$ cat src/rtl/uart_pkg.sv
// Shared UART definitions: FSM state encoding, parity codes and the
// oversampling rate common to the TX and RX sides.
package uart_pkg;

  typedef enum logic [2:0] {
    ST_IDLE   = 3'd0,
    ST_START  = 3'd1,
    ST_DATA   = 3'd2,
    ST_PARITY = 3'd3,
    ST_STOP   = 3'd4
  } uart_state_t;

  localparam int PAR_NONE = 0;
  localparam int PAR_ODD  = 1;
  localparam int PAR_EVEN = 2;

  localparam int OVERSAMPLE_DEFAULT = 16;

endpackage

$ cat src/rtl/uart_rr_arb2.sv
// Two-way round-robin arbiter: the grant is combinational, the pointer
// remembers the last requester served once a grant is taken.
module uart_rr_arb2 (
  input  logic       i_clk,
  input  logic       i_reset,
  input  logic [1:0] i_req,
  input  logic       i_take,
  output logic       o_gnt_valid,
  output logic       o_gnt_idx
);

  logic ptr;
  logic served;

  // Until anyone has been served, a tie goes to requester 0.
  always_comb begin
    o_gnt_valid = |i_req;
    if (i_req == 2'b11) begin
      o_gnt_idx = served ? ~ptr : 1'b0;
    end else begin
      o_gnt_idx = i_req[1];
    end
  end

  always_ff @(posedge i_clk or posedge i_reset) begin
    if (i_reset) begin
      ptr    <= 1'b0;
      served <= 1'b0;
    end else if (i_take && o_gnt_valid) begin
      ptr    <= o_gnt_idx;
      served <= 1'b1;
    end
  end

endmodule

$ cat src/rtl/uart_tx_sched.sv
// UART transmit scheduler: arbitrates two byte sources onto one serial line,
// gates the baud generator and serializes each frame on 16x baud ticks.
module uart_tx_sched
  import uart_pkg::*;
#(
  parameter int DATA_BITS  = 8,
  parameter int PARITY     = PAR_NONE,
  parameter int STOP_BITS  = 1,
  parameter int OVERSAMPLE = OVERSAMPLE_DEFAULT
) (
  input  logic                 i_clk,
  input  logic                 i_reset,
  input  logic                 i_baud_tick,
  output logic                 o_baud_en,
  input  logic                 i_valid0,
  input  logic [DATA_BITS-1:0] i_data0,
  output logic                 o_ready0,
  input  logic                 i_valid1,
  input  logic [DATA_BITS-1:0] i_data1,
  output logic                 o_ready1,
  output logic                 o_tx,
  output logic                 o_busy,
  output logic                 o_done
);

  localparam int TICK_W = $clog2(OVERSAMPLE);
  localparam logic [TICK_W-1:0] TICK_LAST = TICK_W'(OVERSAMPLE - 1);
  localparam logic [2:0] DATA_LAST = 3'(DATA_BITS - 1);
  localparam logic [2:0] STOP_LAST = 3'(STOP_BITS - 1);

  uart_state_t          state;
  logic [TICK_W-1:0]    tick_cnt;
  logic [2:0]           bit_idx;
  logic [DATA_BITS-1:0] shift_reg;
  logic                 parity_bit;

  logic                 gnt_valid;
  logic                 gnt_idx;
  logic [DATA_BITS-1:0] gnt_data;

  uart_rr_arb2 u_arb (
    .i_clk       (i_clk),
    .i_reset     (i_reset),
    .i_req       ({i_valid1, i_valid0}),
    .i_take      (state == ST_IDLE),
    .o_gnt_valid (gnt_valid),
    .o_gnt_idx   (gnt_idx)
  );

  assign gnt_data = gnt_idx ? i_data1 : i_data0;

  // Parity is fixed at grant time so the shifting register cannot disturb it.
  always_ff @(posedge i_clk or posedge i_reset) begin
    if (i_reset) begin
      state      <= ST_IDLE;
      tick_cnt   <= '0;
      bit_idx    <= '0;
      shift_reg  <= '0;
      parity_bit <= 1'b0;
      o_tx       <= 1'b1;
      o_baud_en  <= 1'b0;
      o_ready0   <= 1'b0;
      o_ready1   <= 1'b0;
      o_busy     <= 1'b0;
      o_done     <= 1'b0;
    end else begin
      o_ready0 <= 1'b0;
      o_ready1 <= 1'b0;
      o_done   <= 1'b0;
      if (state == ST_IDLE) begin
        if (gnt_valid) begin
          state      <= ST_START;
          shift_reg  <= gnt_data;
          parity_bit <= (^gnt_data) ^ (PARITY == PAR_ODD);
          o_ready0   <= ~gnt_idx;
          o_ready1   <= gnt_idx;
          o_tx       <= 1'b0;
          o_baud_en  <= 1'b1;
          o_busy     <= 1'b1;
          tick_cnt   <= '0;
          bit_idx    <= '0;
        end
      end else if (i_baud_tick) begin
        if (tick_cnt != TICK_LAST) begin
          tick_cnt <= tick_cnt + 1'b1;
        end else begin
          tick_cnt <= '0;
          case (state)
            ST_START: begin
              state <= ST_DATA;
              o_tx  <= shift_reg[0];
            end
            ST_DATA: begin
              shift_reg <= shift_reg >> 1;
              if (bit_idx == DATA_LAST) begin
                bit_idx <= '0;
                if (PARITY != PAR_NONE) begin
                  state <= ST_PARITY;
                  o_tx  <= parity_bit;
                end else begin
                  state <= ST_STOP;
                  o_tx  <= 1'b1;
                end
              end else begin
                bit_idx <= bit_idx + 3'd1;
                o_tx    <= shift_reg[1];
              end
            end
            ST_PARITY: begin
              state <= ST_STOP;
              o_tx  <= 1'b1;
            end
            ST_STOP: begin
              if (bit_idx == STOP_LAST) begin
                state     <= ST_IDLE;
                bit_idx   <= '0;
                o_tx      <= 1'b1;
                o_done    <= 1'b1;
                o_busy    <= 1'b0;
                o_baud_en <= 1'b0;
              end else begin
                bit_idx <= bit_idx + 3'd1;
              end
            end
            default: state <= ST_IDLE;
          endcase
        end
      end
    end
  end

endmodule

$ cat config.mk
export PLATFORM = sky130hd
export DESIGN_NAME = uart_tx_sched
export DESIGN_NICKNAME = d
export VERILOG_FILES = /design/src/rtl/uart_pkg.sv /design/src/rtl/uart_rr_arb2.sv /design/src/rtl/uart_tx_sched.sv
export SDC_FILE = /design/constraint.sdc
export NUM_CORES = 1
export LEC_CHECK = 0
export CAP_MARGIN = 25
export CORE_MARGIN = 5
export CORE_UTILIZATION = 45
export DETAILED_ROUTE_END_ITERATION = 10
export PLACE_DENSITY = 0.71
export SLEW_MARGIN = 10
export SYNTH_ARGS = -nofsm -noshare
export SYNTH_HDL_FRONTEND = slang
export SYNTH_SLANG_ARGS = --single-unit
$ cat constraint.sdc
create_clock -name i_clk -period 4.9 [get_ports i_clk]
set_clock_uncertainty 0.1 [all_clocks]
set_input_delay 1.47 -clock i_clk [delete_from_list [all_inputs] [get_ports i_clk]]
set_output_delay 1.47 -clock i_clk [all_outputs]
set_load 0.05 [all_outputs]
* Word-level counts from Yosys, hierarchy flattened
Index checks and enable logic that the tools add are counted.
Widths: inputs -> output; s select.
** Word-level totals
- ROM bits :: 0
- Memories :: 0
- Bits in registers :: 25
- Output and inout port bits :: 6
- Latch bits :: 0
- Bits of input ports :: 21
- Word-level logic and storage cells :: 90
- Bits in writable memories :: 0
** Cells by class
- Order comparisons :: 0
- Div/mod/pow operators :: 0
- Reduce and logical (&&, ||, !) cells :: 16
- Muxes and demuxes :: 48
- Equality and inequality tests :: 11
- Bitwise logic cells :: 2
- Shifts and indexed selects :: 0
- $mul :: 0
- Add/sub/neg operators :: 2
** Operator list (count)
- $mux 8 :: 6
- $mux 3 :: 12
- $mux 1 :: 23
- $mux 4 :: 4
- $reduce_and 5->1 :: 3
- $pmux 3 s4 :: 1
- $reduce_and 4->1 :: 2
- $reduce_bool 2->1 :: 4
- $eq 3x2->1 const B :: 2
- $eq 3x3->1 const B :: 2
- $logic_not 3->1 :: 2
- $ne 3x2->1 const B :: 2
- $pmux 3 s2 :: 1
- $reduce_bool 5->1 :: 1
- $add 4x1->4 const B :: 1
- $ne 4x4->1 const B :: 1
- $pmux 1 s4 :: 1
- $add 3x1->3 const B :: 1
- $eq 3x1->1 const B :: 1
- $reduce_bool 3->1 :: 1
- $eq 2x2->1 const B :: 1
- $ne 2x1->1 const B :: 1
- $ne 2x2->1 const B :: 1
- $not 1->1 :: 2
- 3 further kinds :: 3

* Logic depth before layout (Yosys ltp)
Gate-level depths: netlist (run 1).
- Word-level depth :: 6
- Gate-level depth with buffers :: 6
- Gate-level depth less buffers :: 6

* By module
A second synthesis (run 1) with hierarchy kept.
** Unflattened totals
- Cell total of the unflattened synthesis :: 138
- Area, all modules :: 1413.9 um^2
** By module, submodules not included
- uart_tx_sched :: area each 1312.5 um^2, instances 1, cells an instance 128
- uart_rr_arb2 :: area each 101.3 um^2, instances 1, cells an instance 10

* Worst setup path before layout (run 1)
Ideal clock, no wire load.
- Kind :: input to register
- From :: in i_baud_tick
- To :: reg bit_idx[2]
- Setup time :: 0.125 ns
- Required time :: 4.675 ns
- Buffers on the path :: 0
- Path slack :: 2.366 ns
- Arrival :: 2.309 ns
- Cell stages on the path :: 4
- Cell sequence :: and4_2 > nand2_1 > a21oi_2 > mux2_2
** Between the ends
- Word-level cells in the longest chain between the ends :: 2
** Ends and longest elaborated chain
- start: declaration :: RTL line uart_tx_sched.sv:13 : input logic i_baud_tick,
- $reduce_bool 2->1 (no line)
- $reduce_and 4->1 (no line)
- end signal: assignment :: RTL line uart_tx_sched.sv:105 : bit_idx <= bit_idx + 3'd1;
- end signal: assignment :: RTL line uart_tx_sched.sv:122 : bit_idx <= bit_idx + 3'd1;
- end: declaration :: RTL line uart_tx_sched.sv:33 : logic [2:0] bit_idx;
No other way between the ends.
A chain may end at the register's enable or synchronous reset.

* Worst setup path in the final report (run 1)
- From :: reg o_tx
- To :: out o_tx
** RTL lines
- start: declaration :: RTL line uart_tx_sched.sv:21 : output logic o_tx,
- start signal: assignment :: RTL line uart_tx_sched.sv:91 : o_tx <= shift_reg[0];
- start signal: assignment :: RTL line uart_tx_sched.sv:99 : o_tx <= parity_bit;
- start signal: assignment :: RTL line uart_tx_sched.sv:106 : o_tx <= shift_reg[1];
No word-level cell between the ends.

==> results of run 1 <==
==> stage by stage <==
stage,std cells,area [um2]
2_1_floorplan,138,1386
6_report,195,1698
3_3_place_gp,190,1657
3_5_place_dp,190,1657
4_1_cts,194,1683
5_1_grt,195,1698
==> worst min-delay path by stage <==
stage / end / slack (ns) / cells after the start
after detailed placement: u_arb.served$_DFFE_PP0P_ / 0.36 / 1
after floorplan: u_arb.served$_DFFE_PP0P_ / 0.34 / 1
after global placement: u_arb.served$_DFFE_PP0P_ / 0.36 / 1
after CTS: u_arb.served$_DFFE_PP0P_ / 0.40 / 1
final: u_arb.served$_DFFE_PP0P_ / 0.39 / 1
after global routing: u_arb.served$_DFFE_PP0P_ / 0.42 / 1
==> layout make-up <==
type                            count  area share
Clock buffer                        4     0.01548
Tap cell                           33     0.02432
Sequential cell                    25      0.3692
Multi-Input combinational cell    100      0.4134
Timing Repair Buffer               28      0.1665
Inverter                            5     0.01105
==> routing by layer <==
layer | vias up | global-route usage
met5 | - | 0
met4 | 0 | 0.05440
met3 | 2 | 0.02393
met2 | 30 | 0.2503
met1 | 538 | 0.1905
li1 | 551 | -
==> power by group <==
group          leakage [nW]  internal (mW)  switching [mW]  total, mW
clock network        0.0150         0.0318          0.0612     0.0931
registers             0.319          0.275          0.0747      0.349
logic                 0.411          0.119           0.130      0.249
total                 0.744          0.425           0.266      0.691
==> cells in the final DEF (no fill, tap or decap), types with 2 or more instances in the layout <==
cell              n
a21oi_1           7
clkbuf_4          3
mux2_2            2
nand2b_1          3
a211oi_1          2
nand3_1           8
o21ai_0           5
ha_1              4
dfrtp_1          24
mux2i_1          10
xor2_1            2
nor2_1            9
clkdlybuf4s50_1  26
nand2_1          15
a32o_1            3
a31oi_1           2
inv_1             5
o31ai_1           2
o211ai_1          8
==> cell families (layout without fill, tap and decap cells) <==
kind of cell / Yosys count / count (layout) / share of synthesized area
simple gates: 45 / 45 / 0.1679
compound gates: 37 / 37 / 0.2013
xor+xnor: 2 / 2 / 0.01264
flops: 25 / 25 / 0.4522
buf+inv: 13 / 37 / 0.04152
fa+ha+maj: 4 / 4 / 0.03610
mux: 12 / 12 / 0.08845
==> out/qor.yml, run 1 <==
finish:
  nets: 188
  multiInputGateArea_um2: 701.9
  fill_cells: 277
  antenna_cells: 0
  drive_gt1_frac: 0.1049
  area_growth_pct: 22.47
  register_area_um2: 626.9
  largest_reg_flops: 8
  final_util: 0.5654
clock_tree:
  cts_buffer_depth: 2
  cts-resized-gates: 0
  clkTransAtPathRegs_ns: 0.14
  cts_sinks: 25
  cts_tree: "yes"
  postCtsHoldBufs: 0
  clk_latency_ns: 0.32
  htree_levels: 1
  root_buffer: "clkbuf_4"
  cts_buffers: 3
  cts_setup_buffers: 0
timing:
  maxSlewHeadroom: 0.6351
  setup_violations: 0
  slew_violations: 0
  finalHoldViolCount: 0
  layout_min_cycle_time_ns: 3.222
  max_freq_ghz: 0.3104
  hold_slack_ns: 0.3920
  finalCritPeriodShare: 0.6575
  setup_ws_ns: 1.678
  setup_tns_ns: 0
  worstMarginPinSlew_ns: 0.5416
  rsz0062_at_grt: "no"
drt:
  highest_layer: "met4"
  routed_wl_mm: 2.896
  antenna_left: 0
  drt_iter0_markers: 56
  m1WireLength_mm: 1.313
  drc: 0
  wire_per_inst_um: 14.85
  wl_met2_mm: 1.458
  wl_met3_um: 110
  vias: 1121
  dr.pass1.iters: 4
  via_per_inst: 5.749
synth:
  ys_seq_area_frac: 0.4522
  synth.most_common_cell: "dfrtp_1"
  synth_edf_count: 0
  synthTopCellsByArea: "dfrtp_1 43%, mux2i_1 7.2%, o211ai_1 4.3%"
  yosysTopAreaCellShare: 0.4332
  ys_types: 40
  async_flop_share: 1.000
  synth-seq-cells: 25
  ys_warn_count: 0
  synth_top_cells_by_count: "24 x dfrtp_1, 15 x nand2_1, 10 x mux2i_1"
  synth_fp_nets: 163
  syn-cell-area_um2: 1386
  netlist_instances: 138
  ys.flop_type: "dfrtp_1"
  yosysTopAreaCell: "dfrtp_1"
  syn_avg_cell_area_um2: 10.05
run_status:
  outcome: "finished clean"
grt:
  grt_pass1_vias: 1148
  grt_use_total: 0.1483
  grt_max_degree: 26
  grt_antenna_before_repair: 0
  grt-ovfl-total: 0
  grt_pass1_wl_mm: 4.974
worst_setup_path:
  cp_cell_sequence: "clkdlybuf4s50_1"
  crit_start: "o_tx$_DFFE_PP1P_"
  cpMaxStageDelayCell: "clkdlybuf4s50_1"
  r2r-end: "o_tx$_DFFE_PP1P_"
  crit-reg2reg-launch: "state[0]$_DFFE_PP0P_"
  endpoint_kind: "output port"
  critical_path_depth: 1
  cp-endpoint: "o_tx"
  cp.required_ns: 3.33
  slowest_delay_ns: 0.79
  rrSetupSlack_ns: 2.78
  reg2reg_depth: 4
  path_buf_inv: 1
  worstSetupPathType: "register to output port"
  crit_path_start_kind: "register"
  path_max_fanout: 2
  cp.arrival_ns: 1.65
  critPathTopFamily: "buffers and inverters"
run:
  maxCapViolations: 0
floorplanning:
  ios: 27
  dieArea_um2: 4291
  core_um2: 3003
  initial_utilization: 0.4617
  rows: 20
  dieWidth_um: 65.51
  die_h_um: 65.51
pwr:
  power.density_nw_per_um2: 407.0
  peakVddDrop_v: 0.0002206
  power.total_mw: 0.6910
  p_leak_nw: 0.7441
placement:
  preCtsSetupSlack_ns: 1.594
  portBuffers: 26
  detailed_place_hpwl_mm: 2.203
  place_congestion: 0.8503
hold_path:
  hold_start: "u_arb.served$_DFFE_PP0P_"
  hold_class: "register to register"
Note: power is estimated with default switching activity, not from simulation.
==> inputs of run 2 (changes only) <==
--- a/config.mk
+++ b/config.mk
@@ -9,7 +9,7 @@
 export CORE_MARGIN = 5
 export CORE_UTILIZATION = 45
 export DETAILED_ROUTE_END_ITERATION = 10
-export PLACE_DENSITY = 0.71
+export PLACE_DENSITY = 0.74
 export SLEW_MARGIN = 10
 export SYNTH_ARGS = -nofsm -noshare
 export SYNTH_HDL_FRONTEND = slang
==> constraint.sdc (replaced) <==
create_clock -name i_clk -period 2.78 [get_ports i_clk]
set_clock_uncertainty 0.1 [all_clocks]
set_input_delay 0.834 -clock i_clk [delete_from_list [all_inputs] [get_ports i_clk]]
set_output_delay 0.834 -clock i_clk [all_outputs]
set_load 0.05 [all_outputs]
==> run 2 against run 1 <==
  * Sequential power up 74%
  * Count of clock-buffer cells in the layout is the same
  * Worst hold slack gained 0.0043 ns
  * Clock power grew 84%
  * Die area is the same
  * Global-route usage rose by 0.12 points
  * Critical path depth did not move
  * Setup slack got worse by 1.5 ns
  * Wire length shrank 0.83%
  * Core utilization is 0.25 points higher
  * Critical endpoint unchanged
  * Highest routed layer unchanged
==> out/qor.yml, run 2 (synthesis results as in run 1) <==
worst_setup_path:
  cp.required_ns: 1.85
  crit_path_start_kind: "register"
  cpMaxStageDelayCell: "clkdlybuf4s50_1"
  worstSetupPathType: "register to output port"
  slowest_delay_ns: 0.79
  cp.arrival_ns: 1.66
  path_buf_inv: 1
  critPathTopFamily: "buffers and inverters"
  endpoint_kind: "output port"
  path_max_fanout: 2
  cp_cell_sequence: "clkdlybuf4s50_1"
run:
  maxCapViolations: 0
timing:
  worstMarginPinSlew_ns: 0.5971
  max_freq_ghz: 0.3857
  finalCritPeriodShare: 0.9326
  maxSlewHeadroom: 0.6020
  layout_min_cycle_time_ns: 2.593
  slew_violations: 0
  finalHoldViolCount: 0
  setup_tns_ns: 0
  rsz0062_at_grt: "no"
  setup_violations: 0
finish:
  fill_cells: 274
  multiInputGateArea_um2: 701.9
  layout_commonest_cell: "clkdlybuf4s50_1"
  nets: 190
  final_cell_mix: "26 x clkdlybuf4s50_1, 24 x dfrtp_1, 15 x nand2_1"
  register_area_um2: 626.9
  antenna_cells: 0
  area_growth_pct: 23.01
  largest_reg_flops: 8
  drive_gt1_frac: 0.1159
clock_tree:
  postCtsHoldBufs: 0
  cts_sinks: 25
  root_buffer: "clkbuf_4"
  cts_buffers: 3
  htree_levels: 1
  clkTransAtPathRegs_ns: 0.15
  cts_setup_buffers: 0
  cts_buffer_depth: 2
  cts_tree: "yes"
  clk_latency_ns: 0.32
  cts-resized-gates: 0
placement:
  detailed_place_hpwl_mm: 2.166
  place_congestion: 0.7633
  portBuffers: 26
grt:
  grt_pass1_vias: 1195
  grt_use_total: 0.1495
  grt-ovfl-total: 0
  grt_antenna_before_repair: 0
  grt_pass1_wl_mm: 5.085
  grt_max_degree: 26
pwr:
  power.density_nw_per_um2: 717.9
  power.total_mw: 1.224
  peakVddDrop_v: 0.0002381
  p_leak_nw: 0.7504
drt:
  drc: 0
  antenna_left: 0
  vias: 1119
  drt_iter0_markers: 57
  routed_wl_mm: 2.872
  dr.pass1.iters: 4
  via_per_inst: 5.680
  wire_per_inst_um: 14.58
run_status:
  outcome: "finished clean"
floorplanning:
  dieWidth_um: 65.51
  dieArea_um2: 4291
  rows: 20
  core_um2: 3003
  ios: 27
  initial_utilization: 0.4617
  die_h_um: 65.51
hold_path:
  hold_class: "register to register"
## run 2: cell types whose count changed in the layout (fill, tap and decap cells not counted), sizes merged
cell and change:
buf +2
## run 2: final cells by class
type                       instances  area share
multi-input combinational        100      0.4116
sequential                        25      0.3676
timing repair buffer              30      0.1702
tap                               33     0.02421
clock buffer                       4     0.01541
inverter                           5     0.01101
## run 2: report_power, final
group          switching, mW  leakage, nW  internal, mW
clock                  0.115       0.0150        0.0561
sequential             0.125        0.319         0.484
combinational          0.232        0.417         0.212
## run 2: through the flow
| stage | setup slack [ns] | std cells | util | hold slack (ns) | cell area [um2] |
|---|---|---|---|---|---|
| finish | 0.1874 | 197 | 0.5679 | 0.3963 | 1705 |
| global route | 0.1330 | 197 | 0.5679 | 0.4297 | 1705 |
| detailed placement | 0.1758 | 193 | 0.5592 | 0.3655 | 1679 |
| global placement | 0.2255 | 193 | 0.5592 | 0.3629 | 1679 |
| CTS | 0.1732 | 197 | 0.5679 | 0.3975 | 1705 |
| floorplan | 0.8819 | 138 | - | 0.3358 | 1386 |
## run 2: final timing paths
path	start	endpoint	slack [ns]	cells after the start
hold / removal	u_arb.served$_DFFE_PP0P_	u_arb.served$_DFFE_PP0P_	0.40	1
max in group asynchronous	i_reset	o_tx$_DFFE_PP1P_	1.55	3
setup reg to reg	state[0]$_DFFE_PP0P_	o_tx$_DFFE_PP1P_	0.64	4
setup / recovery	o_tx$_DFFE_PP1P_	o_tx	0.19	1
min in group asynchronous	i_reset	o_ready1$_DFF_PP0_	0.72	3
hold reg to reg	u_arb.served$_DFFE_PP0P_	u_arb.served$_DFFE_PP0P_	0.40	1
## run 2: per-layer routing
layer  vias up  global-route usage  wire (um)
li1        552                   -          -
met1       538              0.1844       1359
met2        27              0.2680       1407
met3         2             0.02393         95
met4         0             0.04145         10
met5         -                   0          0
==> inputs of run 3 (changes only) <==
--- a/config.mk
+++ b/config.mk
@@ -9,6 +9,7 @@
 export CORE_MARGIN = 5
 export CORE_UTILIZATION = 45
 export DETAILED_ROUTE_END_ITERATION = 10
+export GPL_TIMING_DRIVEN = 0
 export PLACE_DENSITY = 0.74
 export SLEW_MARGIN = 10
 export SYNTH_ARGS = -nofsm -noshare
==> run 3 against run 2 <==
  * Combinational power up 8.5%
  * Critical endpoint unchanged
  * Sequential share of layout area down 0.51 points
  * Worst hold slack worse by 0.0048 ns
  * Final cell count up 2.5%
  * First-iteration DRC count down 26%
  * Fmax up 0.19%
  * Register-to-register slack better by 0.21 ns
  * Wire length down 1.1%
  * Cell area up 1.4%
  * Via count up 2.1%
  * Die area unchanged
  * Critical path type unchanged
==> out/qor.yml, run 3 (synthesis results as in run 1) <==
clock_tree:
  htree_levels: 1
  clk_latency_ns: 0.31
  cts_setup_buffers: 0
  cts_buffer_depth: 2
  root_buffer: "clkbuf_4"
  cts_buffers: 3
  cts_sinks: 25
  cts-resized-gates: 0
  postCtsHoldBufs: 0
  clkTransAtPathRegs_ns: 0.13
  cts_tree: "yes"
timing:
  setup_tns_ns: 0
  layout_min_cycle_time_ns: 2.588
  finalCritPeriodShare: 0.9308
  finalHoldViolCount: 0
  setup_violations: 0
  maxSlewHeadroom: 0.6620
  slew_violations: 0
  max_freq_ghz: 0.3864
  rsz0062_at_grt: "no"
  worstMarginPinSlew_ns: 0.5070
floorplanning:
  rows: 20
  ios: 27
  core_um2: 3003
  dieArea_um2: 4291
  dieWidth_um: 65.51
  initial_utilization: 0.4617
  die_h_um: 65.51
finish:
  layout_commonest_cell: "clkdlybuf4s50_1"
  drive_gt1_frac: 0.1243
  nets: 195
  final_cell_mix: "26 x clkdlybuf4s50_1, 24 x dfrtp_1, 15 x nand2_1"
  layoutNonFillerInstCount: 202
  area_growth_pct: 24.73
  largest_reg_flops: 8
  antenna_cells: 0
worst_setup_path:
  path_max_fanout: 2
  endpoint_kind: "output port"
  crit_path_start_kind: "register"
  cp.arrival_ns: 1.65
  cp.required_ns: 1.85
  worstSetupPathType: "register to output port"
  critPathTopFamily: "buffers and inverters"
  slowest_delay_ns: 0.79
  cp_cell_sequence: "clkdlybuf4s50_1"
  path_buf_inv: 1
  cpMaxStageDelayCell: "clkdlybuf4s50_1"
run:
  maxCapViolations: 0
grt:
  grt_pass1_wl_mm: 5.133
  grt-ovfl-total: 0
  grt_max_degree: 26
  grt_pass1_vias: 1216
  grt_antenna_before_repair: 0
  grt_use_total: 0.1532
drt:
  wire_per_inst_um: 14.05
  drc: 0
  via_per_inst: 5.658
  dr.pass1.iters: 4
  vias: 1143
  routed_wl_mm: 2.839
  antenna_left: 0
  drt_iter0_markers: 42
placement:
  place_congestion: 0.7276
  detailed_place_hpwl_mm: 2.181
  portBuffers: 26
  dpl.cell_count: 197
pwr:
  p_leak_nw: 0.7610
  power.density_nw_per_um2: 709.2
  peakVddDrop_v: 0.0002778
hold_path:
  hold_class: "register to register"
run_status:
  outcome: "finished clean"
[run 3: cell types whose count changed in the layout (fill, tap and decap cells not counted)]
cell      change
clkbuf_1      +2
buf_2         +4
buf_4         -3
buf_8         +1
buf_1         +1
[run 3: power by group]
group	switching, mW	internal (mW)	leakage [nW]
clock	0.106	0.0561	0.0150
combinational	0.264	0.219	0.427
sequential	0.0968	0.484	0.319
total	0.466	0.760	0.761
[run 3: worst paths after layout]
path | from | endpoint | slack [ns] | depth (start not counted)
hold reg to reg | u_arb.served$_DFFE_PP0P_ | u_arb.served$_DFFE_PP0P_ | 0.39 | 1
setup reg to reg | tick_cnt[0]$_DFFE_PP0P_ | shift_reg[4]$_DFFE_PP0P_ | 0.85 | 5
setup / recovery | o_tx$_DFFE_PP1P_ | o_tx | 0.19 | 1
hold / removal | u_arb.served$_DFFE_PP0P_ | u_arb.served$_DFFE_PP0P_ | 0.39 | 1
max in group asynchronous | i_reset | o_tx$_DFFE_PP1P_ | 1.34 | 3
min in group asynchronous | i_reset | tick_cnt[1]$_DFFE_PP0P_ | 0.71 | 2
[run 3: stage by stage]
step	total power [mW]	util	setup slack, ns	hold slack (ns)	instance area, um2
3_5_place_dp	1.075	0.5621	0.07076	0.3644	1688
4_1_cts	1.235	0.5708	0.1797	0.3950	1714
2_1_floorplan	0.9295	-	0.8819	0.3358	1386
6_report	1.226	0.5758	0.1922	0.3915	1729
5_1_grt	1.340	0.5758	0.1426	0.4362	1729
3_3_place_gp	1.039	0.5621	0.09493	0.3587	1688
[run 3: area by class of cell]
cell class                      instances  area (um2)
Timing Repair Buffer                   27       275.3
Fill cell                             274        1274
Buffer                                  8       38.79
Inverter                                5       18.77
Tap cell                               33       41.29
Sequential cell                        25       626.9
Multi-Input combinational cell        100       701.9
Clock buffer                            4       26.28
[run 3: routing by layer]
metal,vias up,track usage,wire (um)
li1,564,-,-
met1,545,0.1737,1195
met2,32,0.2743,1478
met3,2,0.02564,134
met4,0,0.07772,30
met5,-,0,0
==> patch 1: new RTL, config.mk and constraints of run 2 <==
Reset style: synchronous (`i_reset`), changed in 2 clocked blocks.
--- a/src/rtl/uart_rr_arb2.sv
+++ b/src/rtl/uart_rr_arb2.sv
@@ -23,5 +23,5 @@
   end
 
-  always_ff @(posedge i_clk or posedge i_reset) begin
+  always_ff @(posedge i_clk) begin
     if (i_reset) begin
       ptr    <= 1'b0;
--- a/src/rtl/uart_tx_sched.sv
+++ b/src/rtl/uart_tx_sched.sv
@@ -51,5 +51,5 @@
 
   // Parity is fixed at grant time so the shifting register cannot disturb it.
-  always_ff @(posedge i_clk or posedge i_reset) begin
+  always_ff @(posedge i_clk) begin
     if (i_reset) begin
       state      <= ST_IDLE;
Formal check against the unedited RTL: differs if i_reset is asserted again (counterexample within 4 cycles, from zero or initial values and one cycle with i_reset high); with i_reset held inactive, the same outputs for 10 cycles.
==> patch 1 against run 2 <==
- power shrank 13%
- area after synthesis grew 4.8%
- sequential cell count is the same
- critical endpoint is now o_busy
- largest cell class unchanged
- hold slack got worse by 0.021 ns
- critical path type unchanged
- routed wire length up 8.5%
- non-clock buffer count up 1
- setup slack better by 0.15 ns
- cell area grew 2.3%
- clock power grew 5%
==> patch 1: results (changes against run 2) <==
* Outcome: finished clean (unchanged)
* Netlist cell types at 43 (was 40)
* Routability cong. at 0.771 (was 0.763)
* FF-to-FF End: shift_reg[7]$_SDFFE_PP0P_ (was o_tx$_DFFE_PP1P_)
* R2r setup slk at 0.80 ns (was 0.64 ns)
* Post_cts resized at 0 (unchanged)
* Post-synthesis sequential area ratio at 0.345 (was 0.452)
* Slowest cell on the critical path: clkdlybuf4s50_1 (unchanged)
* Clock-pin transition on the worst setup and hold timing paths at 0.15 ns (about the same)
* Hold path start: shift_reg[3]$_SDFFE_PP0P_ (was u_arb.served$_DFFE_PP0P_)
* Crit path arrival time at 1.51 ns (was 1.66 ns)
* Crit path max fanout at 3 (was 2)
* CP delay by family, top: buffers and inverters (unchanged)
* Hold crit path type: reg2reg (unchanged)
* Critical R2R Launch: tick_cnt[0]$_SDFFE_PP0P_ (was state[0]$_DFFE_PP0P_)
* Final setup fails at 0 (unchanged)
* Mapped Nets at 186 (was 163)
* Main area contributors after synthesis: dfxtp_1 (34%), mux2i_1 (8.3%), nor2_1 (6.5%) (was dfrtp_1 (43%), mux2i_1 (7.2%), o211ai_1 (4.3%))
* Max IR drop VDD at 380 uV (was 238 uV)
* CTS Buffer Depth at 2 (unchanged)
* Int Pwr at 671 uW (was 752 uW)
* Clk root buf: clkbuf_4 (unchanged)
* DR pass1 iterations at 4 (unchanged)
* Total CTS buffers at 3 (unchanged)
* NumNets Final at 210 (was 190)
* Worst path max stage delay at 0.81 ns (was 0.79 ns)
* H-tree depth at 1 (unchanged)
* YS warnings at 0 (unchanged)
* Worst-Margin Slew at 0.557 ns (was 0.597 ns)
* 1st-iter DRT viols at 57 (unchanged)
* Worst Hold End: shift_reg[3]$_SDFFE_PP0P_ (was u_arb.served$_DFFE_PP0P_)
* Hold depth at 1 (unchanged)
* Leakage power at 0.000686 uW (was 0.000750 uW)
* Share of post-route cells with drive strength above 1 at 0.109 (was 0.116)
* Fill count at 285 (was 274)
* Gr usage total at 0.154 (was 0.149)
* Vias at 1246 (was 1119)
* # Post-CTS Setup Buffers at 0 (unchanged)
* Worst skew pair latency at 0.33 ns
* Top cells by count, synth: dfxtp_1 (25), nor2_1 (25), mux2i_1 (12), nand2b_1 (11) (was dfrtp_1 (24), nand2_1 (15), mux2i_1 (10), nor2_1 (9))
* Initial antenna violation count at 0 (unchanged)
* Hpwl dp at 2.36 mm (was 2.17 mm)
* Worst r2r path cells at 5 (was 4)
* Async S/R FF share, synth at 0 (was 1.00)
* Max reg flops at 8 (unchanged)
* First-pass GRT wire length at 5.29 mm (was 5.09 mm)
* # diodes at 0 (unchanged)
* Port Buf Inserts at 26 (unchanged)
* Largest net degree at the start of global routing at 22 (was 26)
* DR WL/cell at 13.7 um (was 14.6 um)
[patch 1: changes by cell type after synthesis, sizes merged, moves of 3 or more]
cell	before	now
o21ai	7	4
or4	0	3
dfrtp	24	0
nand3	8	1
dfxtp	0	25
nand2b	3	11
o211ai	8	1
a32o	3	7
nand2	15	6
buf	6	10
nor2	10	25
[patch 1: cell type report]
cell class              count  area share
multi-input cells         120       0.485
clock inverters             1     0.00502
well taps                  44      0.0315
clock buffers               3      0.0129
repair buffers             31       0.171
flip-flops and latches     25       0.287
inverters                   4     0.00860
[patch 1: power groups by stage]
stage | Combinational (uW) | Sequential, uW | Clock (uW)
floorplan | 342 | 481 | 0
global placement | 414 | 468 | 0
detailed placement | 426 | 471 | 0
CTS | 428 | 463 | 186
global route | 467 | 474 | 201
finish | 427 | 464 | 179
[patch 1: per-layer routing]
| metal | wire length, um | up-vias | share of wire | track usage |
|---|---|---|---|---|
| met2 | 1560 | 33 | 0.50 | 0.267 |
| li1 | - | 629 | - | - |
| met4 | 30 | 0 | 0.0096 | 0.0635 |
| met5 | 0 | - | 0 | 0 |
| met1 | 1390 | 582 | 0.45 | 0.176 |
| met3 | 135 | 2 | 0.043 | 0.0438 |
[patch 1: how the worst max path moves through the flow]
stage / start / to / slack, ns
detailed placement: i_baud_tick / shift_reg[7]$_SDFFE_PP0P_ / 0.15
global placement: i_baud_tick / shift_reg[7]$_SDFFE_PP0P_ / 0.21
CTS: o_busy$_SDFFE_PP0P_ / o_busy / 0.33
floorplan: i_baud_tick / shift_reg[7]$_SDFFE_PP0P_ / 0.64
global route: o_busy$_SDFFE_PP0P_ / o_busy / 0.28
finish: o_busy$_SDFFE_PP0P_ / o_busy / 0.34
[patch 1: logic make-up after synthesis]
| family | Yosys count | share of synthesized area |
|---|---|---|
| and+or+nand+nor | 67 | 0.256 |
| AOI/OAI and AO/OA | 35 | 0.194 |
| DFF | 25 | 0.345 |
| buffers and inverters | 16 | 0.0732 |
| muxes | 14 | 0.0982 |
| adders and majority gates | 4 | 0.0345 |
[patch 1: stage by stage]
| stage | utilization | hold WS, ns | worst slack [ns] | instances | instance area [sq um] |
|---|---|---|---|---|---|
| after global placement | 0.557 | 0.340 | 0.206 | 224 | 1710 |
| after CTS | 0.567 | 0.381 | 0.328 | 228 | 1750 |
| after floorplan | - | 0.333 | 0.639 | 161 | 1450 |
| final | 0.567 | 0.375 | 0.339 | 228 | 1750 |
| after global routing | 0.567 | 0.422 | 0.281 | 228 | 1750 |
| after detailed placement | 0.557 | 0.345 | 0.148 | 224 | 1710 |
==> patch 2: new RTL, config.mk and constraints of run 2 <==
Without the edit above. `OVERSAMPLE_DEFAULT`: 16 -> 32.
--- a/src/rtl/uart_pkg.sv
+++ b/src/rtl/uart_pkg.sv
@@ -15,5 +15,5 @@
   localparam int PAR_EVEN = 2;
 
-  localparam int OVERSAMPLE_DEFAULT = 16;
+  localparam int OVERSAMPLE_DEFAULT = 32;
 
 endpackage
Function: no difference found for any inputs over 10 cycles, from zero or initial values and one cycle with i_reset high; that may be too few to reach the edited logic, so the function may still have changed.
==> patch 2 against run 2 <==
- register-to-register slack lost 0.21 ns
- cell area grew 7.3%
- sequential cell count grew 1
- power shrank 11%
- routed wire length grew 6.9%
- setup slack gained 0.0094 ns
- sequential share of layout area shrank 1.1 points
- area after synthesis grew 8.5%
- largest cell class unchanged
==> patch 2: results (changes against run 2) <==
* Worst r2r path cells at 7 (was 4)
* Post-Route M1 WL at 1.38 mm (was 1.36 mm)
* Drt via density at 5.49 (was 5.68)
* Met1 GRT Util at 0.181 (was 0.184)
* Top cells by count, synth: dfrtp_1 (25), nand2_1 (17), mux2i_1 (11), nand3_1 (8), o21ai_0 (8) (was dfrtp_1 (24), nand2_1 (15), mux2i_1 (10), nor2_1 (9))
* Mapped Nets at 179 (was 163)
* Post-synthesis sequential area ratio at 0.433 (was 0.452)
* Share of post-route cells with drive strength above 1 at 0.107 (was 0.116)
* Int Pwr at 709 uW (was 752 uW)
* Met3 Routed Length at 137 um (was 95 um)
* Max IR drop VDD at 260 uV (was 238 uV)
* R2r setup slk at 0.43 ns (was 0.64 ns)
* Outcome: finished clean (unchanged)
* Routability cong. at 0.851 (was 0.763)
* Hold path start: shift_reg[7]$_DFFE_PP0P_ (was u_arb.served$_DFFE_PP0P_)
* 1st-iter DRT viols at 109 (was 57)
* Hold depth at 2 (was 1)
* Critical R2R Launch: tick_cnt[1]$_DFFE_PP0P_ (was state[0]$_DFFE_PP0P_)
* Met2 Wirelength at 1.54 mm (was 1.41 mm)
* Leakage power at 0.000798 uW (was 0.000750 uW)
* Main area contributors after synthesis: dfrtp_1 (42%), mux2i_1 (7.3%), ha_1 (5.0%) (was dfrtp_1 (43%), mux2i_1 (7.2%), o211ai_1 (4.3%))
* DR WL/cell at 13.7 um (was 14.6 um)
* Largest net degree at the start of global routing at 27 (was 26)
* Worst Hold End: shift_reg[7]$_DFFE_PP0P_ (was u_arb.served$_DFFE_PP0P_)
* NumNets Final at 206 (was 190)
* P_seq at 557 uW (was 609 uW)
* Hpwl dp at 2.35 mm (was 2.17 mm)
* Logic gate share of total power at 0.335 (was 0.363)
* FF-to-FF End: bit_idx[2]$_DFFE_PP0P_ (was o_tx$_DFFE_PP1P_)
* Met3 Use GR at 0.0394 (was 0.0239)
* Clk pwr share at 0.152 (was 0.140)
* Met2 Track Usage GR at 0.265 (was 0.268)
* Netlist cell types at 42 (was 40)
* Fill count at 305 (was 274)
* Vias in the first global route at 1244 (was 1195)
[patch 2: layout make-up]
cell class / instances / share of cell area
Multi-Input combinational cell: 112 / 0.425
Tap cell: 46 / 0.0314
Inverter: 5 / 0.0103
Sequential cell: 26 / 0.356
Timing Repair Buffer: 31 / 0.163
Clock buffer: 4 / 0.0144
[patch 2: metrics by stage]
stage               setup slack, ns  hold slack, ns  instances  utilization
floorplan                     0.643           0.326        152            -
global placement              0.199           0.368        220        0.549
detailed placement            0.167           0.380        220        0.549
CTS                           0.177           0.413        224        0.557
global route                  0.134           0.425        224        0.557
finish                        0.197           0.412        224        0.557
[patch 2: cell families after synthesis]
kind of cell               after synthesis  share of synthesized area
muxes                                   15                      0.103
adders and majority gates                6                     0.0499
buffers and inverters                   14                     0.0491
AOI/OAI and AO/OA                       36                      0.176
DFF                                     26                      0.433
and+or+nand+nor                         55                      0.189
